$ cat src/rtl/carry_resolve_seq.sv
// Iterative carry resolver: folds a carry-save (sum, carry) pair into one binary
// result by re-applying a half-adder rank once per clock until no carries remain.
module carry_resolve_seq #(
    parameter int unsigned N  = 4,
    parameter int unsigned CW = 4
) (
    input  logic          clk,
    input  logic          rst_n,
    input  logic          in_valid,
    output logic          in_ready,
    input  logic [N-1:0]  sum_in,
    input  logic [N-1:0]  carry_in,
    output logic          out_valid,
    input  logic          out_ready,
    output logic [N+1:0]  result,
    output logic [CW-1:0] iters
);

    localparam int unsigned W = N + 2;

    typedef enum logic [1:0] {
        IDLE    = 2'd0,
        RESOLVE = 2'd1,
        DONE    = 2'd2
    } state_e;

    state_e        state_q, state_d;
    logic [W-1:0]  s_q, s_d;
    logic [W-1:0]  c_q, c_d;
    logic [W-1:0]  result_q, result_d;
    logic [CW-1:0] iters_q, iters_d;

    // State and datapath registers; reset wins over any handshake on the same edge
    always_ff @(posedge clk) begin
        if (!rst_n) begin
            state_q  <= IDLE;
            s_q      <= '0;
            c_q      <= '0;
            result_q <= '0;
            iters_q  <= '0;
        end else begin
            state_q  <= state_d;
            s_q      <= s_d;
            c_q      <= c_d;
            result_q <= result_d;
            iters_q  <= iters_d;
        end
    end

    // Next-state and datapath update
    always_comb begin
        state_d  = state_q;
        s_d      = s_q;
        c_d      = c_q;
        result_d = result_q;
        iters_d  = iters_q;
        unique case (state_q)
            IDLE: begin
                if (in_valid) begin
                    s_d     = {2'b00, sum_in};
                    c_d     = {1'b0, carry_in, 1'b0};
                    iters_d = '0;
                    state_d = RESOLVE;
                end
            end
            RESOLVE: begin
                if (c_q == '0) begin
                    result_d = s_q;
                    state_d  = DONE;
                end else begin
                    s_d     = s_q ^ c_q;
                    // Carry out of the top bit is always 0 since the true sum fits in W bits
                    c_d     = {s_q[W-2:0] & c_q[W-2:0], 1'b0};
                    iters_d = iters_q + CW'(1);
                end
            end
            DONE: begin
                if (out_ready) begin
                    state_d = IDLE;
                end
            end
            default: begin
                state_d = IDLE;
            end
        endcase
    end

    assign in_ready  = (state_q == IDLE);
    assign out_valid = (state_q == DONE);
    assign result    = result_q;
    assign iters     = iters_q;

endmodule

$ cat config.mk
export PLATFORM = sky130hd
export DESIGN_NAME = carry_resolve_seq
export DESIGN_NICKNAME = d
export VERILOG_FILES = /design/src/rtl/carry_resolve_seq.sv
export SDC_FILE = /design/constraint.sdc
export NUM_CORES = 1
export LEC_CHECK = 0
export CORE_ASPECT_RATIO = 0.8
export CORE_MARGIN = 3
export CORE_UTILIZATION = 30
export DETAILED_ROUTE_END_ITERATION = 10
export GPL_ROUTABILITY_DRIVEN = 0
export HOLD_SLACK_MARGIN = 0.05
export PLACE_DENSITY_LB_ADDON = 0.08
export SLEW_MARGIN = 15
export SYNTH_ARGS = -nofsm -noshare
export SYNTH_HDL_FRONTEND = slang
export SYNTH_SLANG_ARGS = --single-unit
$ cat constraint.sdc
create_clock -name clk -period 2.3 [get_ports clk]
set_clock_uncertainty 0.1 [all_clocks]
set_input_delay 0.345 -clock clk [delete_from_list [all_inputs] [get_ports clk]]
set_output_delay 0.345 -clock clk [all_outputs]
set_load 0.02 [all_outputs]
* Yosys cells after proc, flatten, opt, wreduce, memory -nomap -nowiden
Index checks and enable logic that the tools add are counted.
Storage, ports and cells: register bits after elaboration 24, bits of input ports 12, output and inout port bits 12, word-level logic and storage cells 33
Cells by class: add/sub/neg operators 1, eq/ne operators 6, multiplexer cells 13, bitwise gates (word level) 2, reduce and logical (&&, ||, !) cells 6
Operators with widths (number):
- $mux W6 | 4
- $pmux W6 S2 | 2
- $mux W4 | 2
- $pmux W4 S2 | 1
- $logic_not A6 Y1 | 1
- $mux W2 | 3
- $ne A2 B2 Y1 const B | 3
- $pmux W2 S3 | 1
- $reduce_and A3 Y1 | 2
- $xor A6 B6 Y6 | 1
- $and A5 B5 Y5 | 1
- $add A4 B1 Y4 const B | 1
- $eq A2 B1 Y1 const B | 1
- $eq A2 B2 Y1 const B | 1
- $logic_not A2 Y1 | 1
- $ne A2 B1 Y1 const B | 1
- $reduce_and A2 Y1 | 1
- $reduce_bool A2 Y1 | 1

* Depth between registers and ports, before layout
Gate-level depths: netlist (run 1).
depth after elaboration 3, depth in mapped cells 6

* Least setup slack after synthesis (run 1)
No wires, ideal clock.
path kind flip-flop to flip-flop, start reg c_q[3], end reg result_q[1] (netlist: result[1]), arrival 1.329 ns, data required time 2.126 ns, setup slack 0.797 ns, cell stages (with the launch flop) 6, period minus slack after synthesis 1.503 ns, cell sequence dfxtp_1 > or4_4 > nor3_4 > buf_6 > nand3_1 > o21ai_0
On the way: longest elaborated chain between the ends 2
Ends and longest elaborated chain:
- start: declaration | line 29 | logic [W-1:0] c_q, c_d;
- start signal: assignment | line 38 | c_q <= '0;
- start signal: assignment | line 44 | c_q <= c_d;
- $logic_not A6 Y1 | line 67 | if (c_q == '0) begin
- $reduce_and A2 Y1 (no source line)
- end signal: assignment | line 45 | result_q <= result_d;
- end: declaration | line 30 | logic [W-1:0] result_q, result_d;
No other way between the ends. A chain may end at the register's enable or synchronous reset.

* Worst setup path after layout (run 1)
start reg state_q[1], end out out_valid
On the way: longest elaborated chain between the ends 1
Ends and longest elaborated chain:
- start: declaration | line 27 | state_e state_q, state_d;
- start signal: assignment | line 42 | state_q <= state_d;
- $eq A2 B2 Y1 | line 89 | assign out_valid = (state_q == DONE);
- end: declaration | line 13 | output logic out_valid,
No other way between the ends.

==> results of run 1 <==
power by group:
group / switching, W / internal [W]
registers: 0.0000397 / 0.000433
clock network: 0.000133 / 0.000124
logic: 0.000136 / 0.000111
worst paths after layout:
check / from / end / slack, ns / cells past startpoint
max: state_q[1]$_SDFFE_PN0P_ / out_valid / 0.31 / 3
min reg2reg: result[2]$_SDFFE_PN0P_ / result[2]$_SDFFE_PN0P_ / 0.35 / 2
max reg2reg: c_q[3]$_SDFFE_PN0P_ / result[1]$_SDFFE_PN0P_ / 0.58 / 3
min: result[2]$_SDFFE_PN0P_ / result[2]$_SDFFE_PN0P_ / 0.35 / 2
flip-flops by register name (all words and copies together) (netlist names):
| signal | count |
|---|---|
| state_q | 2 |
| result | 6 |
| iters | 4 |
| s_q | 6 |
| c_q | 5 |
cell usage in the layout, fill, tap and decap left out, types with 4 or more instances in the layout:
| cell | synthesis | final |
|---|---|---|
| a21oi_1 | 4 | 4 |
| a31oi_1 | 4 | 4 |
| clkdlybuf4s50_1 | 0 | 23 |
| dfxtp_1 | 23 | 23 |
| ha_1 | 5 | 5 |
| nand2_1 | 19 | 19 |
| nand3_1 | 11 | 11 |
| nor2_1 | 13 | 13 |
| o21ai_0 | 7 | 7 |
cells by family after synthesis:
family,share of synthesized area
muxes,0.0385
and+or+nand+nor,0.261
DFF,0.429
adders and majority gates,0.0583
buffers and inverters,0.0502
AOI/OAI and AO/OA,0.162
tightest hold or removal path: stages, from the launching register on:
cell and delay [ns]:
dfxtp_1 0.31, nand2_1 0.05, o21ai_1 0.05
stage by stage:
stage	setup WS [ns]	hold slack, ns
floorplan	0.797	0.337
global placement	0.424	0.336
detailed placement	0.313	0.343
CTS	0.286	0.355
global route	0.163	0.388
finish	0.311	0.349
layout make-up:
cell class              instances  area [µm²]  area share
multi-input cells              93         558       0.405
well taps                      40        50.0      0.0363
flip-flops and latches         23         460       0.334
inverters                       3        11.3     0.00817
clock buffers                   4        45.0      0.0327
repair buffers                 26         253       0.183
per-layer routing:
layer,global-route usage,vias up
li1,-,493
met1,0.169,452
met2,0.204,19
met3,0.0424,6
met4,0.0368,0
met5,0,-
==> flow_metrics.tcl, run 1 <==
set metrics [dict create \
    finalHoldViolCount 0 \
    p_leak_nw 0.495 \
    root_buffer "clkbuf_8" \
    yosysMostFrequentCell "dfxtp_1" \
    io_pins 24 \
    drt-initial-drc-count 67 \
    rows 18 \
    slew_headroom 0.670 \
    powerDensity_nw_per_um2 709 \
    route.met2.wl_mm 1.17 \
    portBuffers 23 \
    clkSlewWorstSetupHoldPaths_ns 0.08 \
    ys.flop_type "dfxtp_1" \
    final_cell_count_no_fill 189 \
    viasPerCell 5.13 \
    ys_ff_latch 23 \
    grt_max_degree 22 \
    synth_area_leaders "dfxtp_1 (43%), nand2_1 (6.7%), ha_1 (5.8%)" \
    slowest_delay_ns 0.61 \
    dp_cells 185 \
    die_h_um 59.5 \
    diodes 0 \
    tns_ns 0 \
    fin_area_um2 1380 \
    core_um2 3240 \
    netlist_instances 127 \
    grt_pass1_vias 960 \
    path_cells "inv_1 -> nor2_1 -> clkdlybuf4s50_1" \
    cp_max_fo 8 \
    postCtsSetupBuffers 0 \
    synthArstFlopShare 0 \
    die_x_um 72.8 \
    worst-path-buf-inv 2 \
    setup_viol 0 \
    synth-seq-area-share 0.429 \
    area_delta_synth_final_pct 28.5 \
    required_ns 1.86 \
    hp-class "reg -> reg" \
    firstDrtPassIters 4 \
    grt_use_total 0.129 \
    p_total_w 0.000976 \
    start_kind "flip-flop" \
    syn_area_um2 1070 \
    drtAntennaViolNets 0 \
    finalWirelength_mm 2.54 \
    start_util 0.331 \
    crit_type "reg -> out" \
    overflow 0 \
    max_freq_ghz 0.503 \
    cts_resized 0 \
    drive_above_1_share 0.0604 \
    fin_util 0.425 \
    fin_crit_ns 1.99 \
    synth-edff-count 0 \
    rsz0062_at_grt "no" \
    place_area_um2 1330 \
    vias 970 \
    fin_crit_sh 0.865 \
    die_area_um2 4330 \
    nets 167 \
    yosysWarnings 0 \
    insertion_delay_ns 0.27 \
    max_slew.worst_pin.slew_ns 0.495 \
    cts_tree "done" \
    ys_types 33 \
    netlist.area_leader.share 0.429 \
    clockBufferDepth 2 \
    drc 0 \
    synth_area_per_cell_um2 8.44 \
    grt_pass1_wl_mm 4.35 \
    post_drt_wl_per_cell_um 13.4 \
    antenna_found_initial 0 \
    hold_buffers 0 \
    top_layer "met4" \
    htreeDepth 1 \
    wl_met3_um 105 \
    slowest_stage "clkdlybuf4s50_1" \
    maxCapViolCount 0 \
    worstPathArrival_ns 1.54 \
    postSynthNetCount 144 \
    netlist_top_cells_count "dfxtp_1 (23), nand2_1 (19), nor2_1 (13), nand3_1 (11), o21ai_0 (7)" \
    cts_buffers 3 \
    slew_violations 0 \
    outcome "finished, final reports clean" \
    hpwl_mm 1.77 \
    ir_drop_mv 0.365 \
    cp-end-kind "output pin" \
    nFillCells 336 \
    wl_met1_mm 1.23 \
    numClockSinks 23 \
    synth_area_leader_cell "dfxtp_1" \
    crit_family "buffers and inverters" \
]
No activity file was read; power rests on OpenSTA's default activity.
==> inputs of run 2 (changes only) <==
ABC_AREA = 1   (was unset)
CORE_UTILIZATION = 35   (was 30)
==> run 2 against run 1 <==
Effect of this change:
- setup slack better by 0.12 ns
- routed wire length down 0.31%
- clock-buffer cell count unchanged
- largest power group unchanged
- power up 10%
- sequential power up 3%
- die area down 4.1%
- maximum frequency up 6.5%
- via count up 4.5%
- non-clock buffer count down 2
- synthesized area up 11%
- critical endpoint unchanged
==> flow_metrics.tcl, run 2 <==
set metrics [dict create \
    outcome "finished, final reports clean" \
    setup_viol 0 \
    hold_buffers 0 \
    ys_types 25 \
    tns_ns 0 \
    cts_tree "done" \
    max_freq_ghz 0.536 \
    powerDensity_nw_per_um2 737 \
    drc 0 \
    nets 205 \
    rsz0062_at_grt "no" \
    rows 18 \
    yosysWarnings 0 \
    portBuffers 23 \
    grt_pass1_vias 960 \
    area_delta_synth_final_pct 22.4 \
    cp_max_fo 3 \
    crit_type "reg -> out" \
    cts_resized 0 \
    grt_max_degree 15 \
    hp-class "reg -> reg" \
    synth-seq-area-share 0.385 \
    diodes 0 \
    start_kind "flip-flop" \
    numClockSinks 23 \
    slowest_delay_ns 0.62 \
    netlist_top_cells_count "nand2_1 (41), nor2_1 (40), dfxtp_1 (23), inv_1 (10)" \
    drive_above_1_share 0.0856 \
    postSynthNetCount 182 \
    path_cells "inv_2 -> nor2_1 -> clkdlybuf4s50_1" \
    clkSlewWorstSetupHoldPaths_ns 0.08 \
    clockBufferDepth 2 \
    worstPathArrival_ns 1.42 \
    io_pins 24 \
    slowest_stage "clkdlybuf4s50_1" \
    cp-end-kind "output pin" \
    p_total_w 0.00108 \
    yosysMostFrequentCell "nand2_1" \
    grt_pass1_wl_mm 4.47 \
    netlist_instances 165 \
    drt-initial-drc-count 55 \
    fin_crit_sh 0.812 \
    min-delay-start "s_q[0]$_SDFFE_PN0P_" \
    maxCapViolCount 0 \
    core_um2 3180 \
    worst-path-buf-inv 2 \
    htreeDepth 1 \
    root_buffer "clkbuf_8" \
    synth_area_per_cell_um2 7.24 \
    p_leak_nw 0.651 \
    die_h_um 58.3 \
    antenna_found_initial 0 \
    hpwl_mm 1.92 \
    syn_area_um2 1190 \
    crit_family "buffers and inverters" \
    finalWirelength_mm 2.53 \
    netlist.area_leader.share 0.385 \
    place_area_um2 1420 \
    slew_headroom 0.664 \
    synth_area_leaders "dfxtp_1 (39%), nand2_1 (13%), nor2_1 (13%)" \
    ys_ff_latch 23 \
    die_area_um2 4160 \
    post_drt_wl_per_cell_um 11.2 \
    insertion_delay_ns 0.26 \
    final_common_cell "nand2_1" \
    synth_area_leader_cell "dfxtp_1" \
    cts_buffers 3 \
    start_util 0.376 \
    fin_area_um2 1460 \
    max_slew.worst_pin.slew_ns 0.503 \
    finalHoldViolCount 0 \
    synthArstFlopShare 0 \
    slew_violations 0 \
    drtAntennaViolNets 0 \
    ys.flop_type "dfxtp_1" \
    overflow 0 \
    die_x_um 71.3 \
    worstReg2RegStart "state_q[0]$_SDFFE_PN0P_" \
    grt_use_total 0.136 \
    postCtsSetupBuffers 0 \
    final_cell_mix "nand2_1 (41), nor2_1 (40), dfxtp_1 (23), clkdlybuf4s50_1 (23), inv_1 (10)" \
    synth-edff-count 0 \
    fin_crit_ns 1.87 \
    required_ns 1.86 \
    firstDrtPassIters 4 \
    viasPerCell 4.47 \
    vias 1014 \
    critPathLaunch "state_q[1]$_SDFFE_PN0P_" \
    ir_drop_mv 0.367 \
]
-- run 2: cell count changes after synthesis, moves of 4 or more --
cell      previous run  this run
a31oi_1              4         0
inv_1                3        10
nand3_1             11         6
nor2_1              13        40
nand2_1             19        41
nand3b_1             1         7
-- run 2: final cells by class --
type,count,area (µm²)
tap,40,50.0
multi-input combinational,122,611
inverter,14,58.8
timing repair buffer,24,238
sequential,23,460
clock buffer,4,45.0
fill,330,1710
-- run 2: metal layers --
layer,track usage,share of wire,up-vias
met5,0,0,-
met3,0.0451,0.044,2
met2,0.208,0.43,16
met4,0.0322,0.0071,0
met1,0.185,0.52,432
li1,-,-,564
-- run 2: path summary, 6_finish.rpt --
path	slack (ns)	cells after the start	end
worst max-delay path	0.43	3	out_valid
worst min-delay path	0.39	2	s_q[0]$_SDFFE_PN0P_
worst max register to register	0.64	7	s_q[3]$_SDFFE_PN0P_
worst min register to register	0.39	2	s_q[0]$_SDFFE_PN0P_
-- run 2: tightest hold or removal path: stages, from the launching register on --
cell	delay, ns
dfxtp_1	0.33
nor2_1	0.04
nor2_1	0.08
-- run 2: kinds of logic after synthesis --
family                   synth area share
XOR/XNOR                          0.00733
adder cells (fa/ha/maj)            0.0524
AND/OR/NAND/NOR                     0.395
AO/OA/AOI/OAI                      0.0565
buffers and inverters               0.104
flip-flops                          0.385
-- run 2: metrics by stage --
stage               hold slack, ns   util  setup WS [ns]  instances
floorplan                    0.349      -          0.985        165
global placement             0.363  0.446          0.460        223
detailed placement           0.373  0.446          0.399        223
CTS                          0.393  0.461          0.413        227
global route                 0.428  0.461          0.370        227
finish                       0.387  0.461          0.433        227
-- run 2: where the power goes --
part	leakage, nW	internal, W	switching, W
clock	0.0228	0.000124	0.000127
sequential	0.189	0.000446	0.0000385
combinational	0.440	0.000143	0.000200
==> inputs of run 3 (changes only) <==
clock period = 2 ns   (was 2.3 ns; I/O delays follow)
==> run 3 against run 2 <==
Effect of this change:
- non-clock buffer count grew 1
- via count grew 5.2%
- hold slack better by 0.0043 ns
- flip-flop and latch count unchanged
- final area rose by 0.51%
- sequential share of layout area down 0.16 points
- highest routed layer unchanged
- critical path type unchanged
==> flow_metrics.tcl, run 3 (same netlist as run 2, synthesis figures left out) <==
set metrics [dict create \
    outcome "finished, final reports clean" \
    crit_type "reg -> out" \
    area_delta_synth_final_pct 23.0 \
    crit_family "buffers and inverters" \
    start_kind "flip-flop" \
    vias 1067 \
    setup_ws_ns 0.172 \
    cp-end-kind "output pin" \
    portBuffers 23 \
    tns_ns 0 \
    clkSlewWorstSetupHoldPaths_ns 0.08 \
    fin_crit_ns 1.83 \
    slowest_delay_ns 0.62 \
    root_buffer "clkbuf_8" \
    insertion_delay_ns 0.26 \
    post_drt_wl_per_cell_um 11.5 \
    finalHoldWorstSlack_ns 0.392 \
    powerDensity_nw_per_um2 850 \
    drt-initial-drc-count 47 \
    required_ns 1.60 \
    postCtsSetupBuffers 0 \
    slowest_stage "clkdlybuf4s50_1" \
    cts_resized 0 \
    cp_max_fo 3 \
    htreeDepth 1 \
    firstDrtPassIters 4 \
    ir_drop_mv 0.487 \
    p_leak_nw 0.656 \
    rows 18 \
    maxCapViolCount 0 \
    fin_crit_sh 0.914 \
    hp-class "reg -> reg" \
    max_freq_ghz 0.547 \
    viasPerCell 4.68 \
    nets 206 \
    worstPathArrival_ns 1.43 \
    core_um2 3180 \
    drc 0 \
    grt_max_degree 14 \
    die_h_um 58.3 \
    setup_viol 0 \
    worst-path-buf-inv 2 \
    max_slew.worst_pin.slew_ns 0.381 \
    drive_above_1_share 0.0904 \
    numClockSinks 23 \
    clockBufferDepth 2 \
    finalWirelength_mm 2.63 \
    grt_use_total 0.136 \
    diodes 0 \
    finalHoldViolCount 0 \
    die_area_um2 4160 \
    drtAntennaViolNets 0 \
    cts_buffers 3 \
    die_x_um 71.3 \
    grt_pass1_vias 975 \
    hpwl_mm 2.02 \
    slew_violations 0 \
    start_util 0.376 \
    p_total_w 0.00125 \
    nFillCells 335 \
    final_cell_mix "nand2_1 (41), nor2_1 (40), dfxtp_1 (23), clkdlybuf4s50_1 (23), inv_1 (10)" \
    final_common_cell "nand2_1" \
    cts_tree "done" \
    grt_pass1_wl_mm 4.44 \
    slew_headroom 0.745 \
    overflow 0 \
    antenna_found_initial 0 \
    preCtsSetupSlack_ns 0.408 \
    hold_buffers 0 \
    rsz0062_at_grt "no" \
    fin_util 0.463 \
    path_cells "inv_2 -> nor2_1 -> clkdlybuf4s50_1" \
    io_pins 24 \
]
## run 3: path summary, 6_finish.rpt
| path | from | endpoint | slack, ns | cells past startpoint |
|---|---|---|---|---|
| worst max-delay path | state_q[1]$_SDFFE_PN0P_ | out_valid | 0.17 | 3 |
| worst min-delay path | result[4]$_SDFFE_PN0P_ | result[4]$_SDFFE_PN0P_ | 0.39 | 2 |
| worst max register to register | state_q[0]$_SDFFE_PN0P_ | s_q[2]$_SDFFE_PN0P_ | 0.37 | 7 |
| worst min register to register | result[4]$_SDFFE_PN0P_ | result[4]$_SDFFE_PN0P_ | 0.39 | 2 |
## run 3: final cells by class
| type | count | area, µm² | share of cell area |
|---|---|---|---|
| clock buffers | 4 | 45.0 | 0.0306 |
| inverters | 14 | 58.8 | 0.0400 |
| multi-input cells | 122 | 611 | 0.415 |
| flip-flops and latches | 23 | 460 | 0.313 |
| well taps | 40 | 50.0 | 0.0340 |
| repair buffers | 25 | 245 | 0.167 |
## run 3: worst min-delay path, stage by stage (launching register included)
cell and delay (ns):
dfxtp_1 0.33, nor2_1 0.04, nor2_1 0.09
## run 3: metrics by stage
stage                     instances  area, µm²
after floorplan                 165       1190
after global placement          224       1430
after detailed placement        224       1430
after CTS                       228       1470
after global routing            228       1470
final                           228       1470
## run 3: layer usage
layer,share of wire,vias to the layer above,GRT usage
met4,0.024,0,0.0402
met2,0.41,38,0.212
met3,0.062,8,0.0451
met1,0.50,461,0.178
li1,-,560,-
met5,0,-,0
## run 3: power breakdown
group          switching (W)  internal [W]  leakage [nW]  total [W]
Clock               0.000147      0.000142        0.0228   0.000289
Combinational       0.000232      0.000168         0.445   0.000400
Sequential         0.0000478      0.000514         0.189   0.000561
Total               0.000427      0.000823         0.656    0.00125
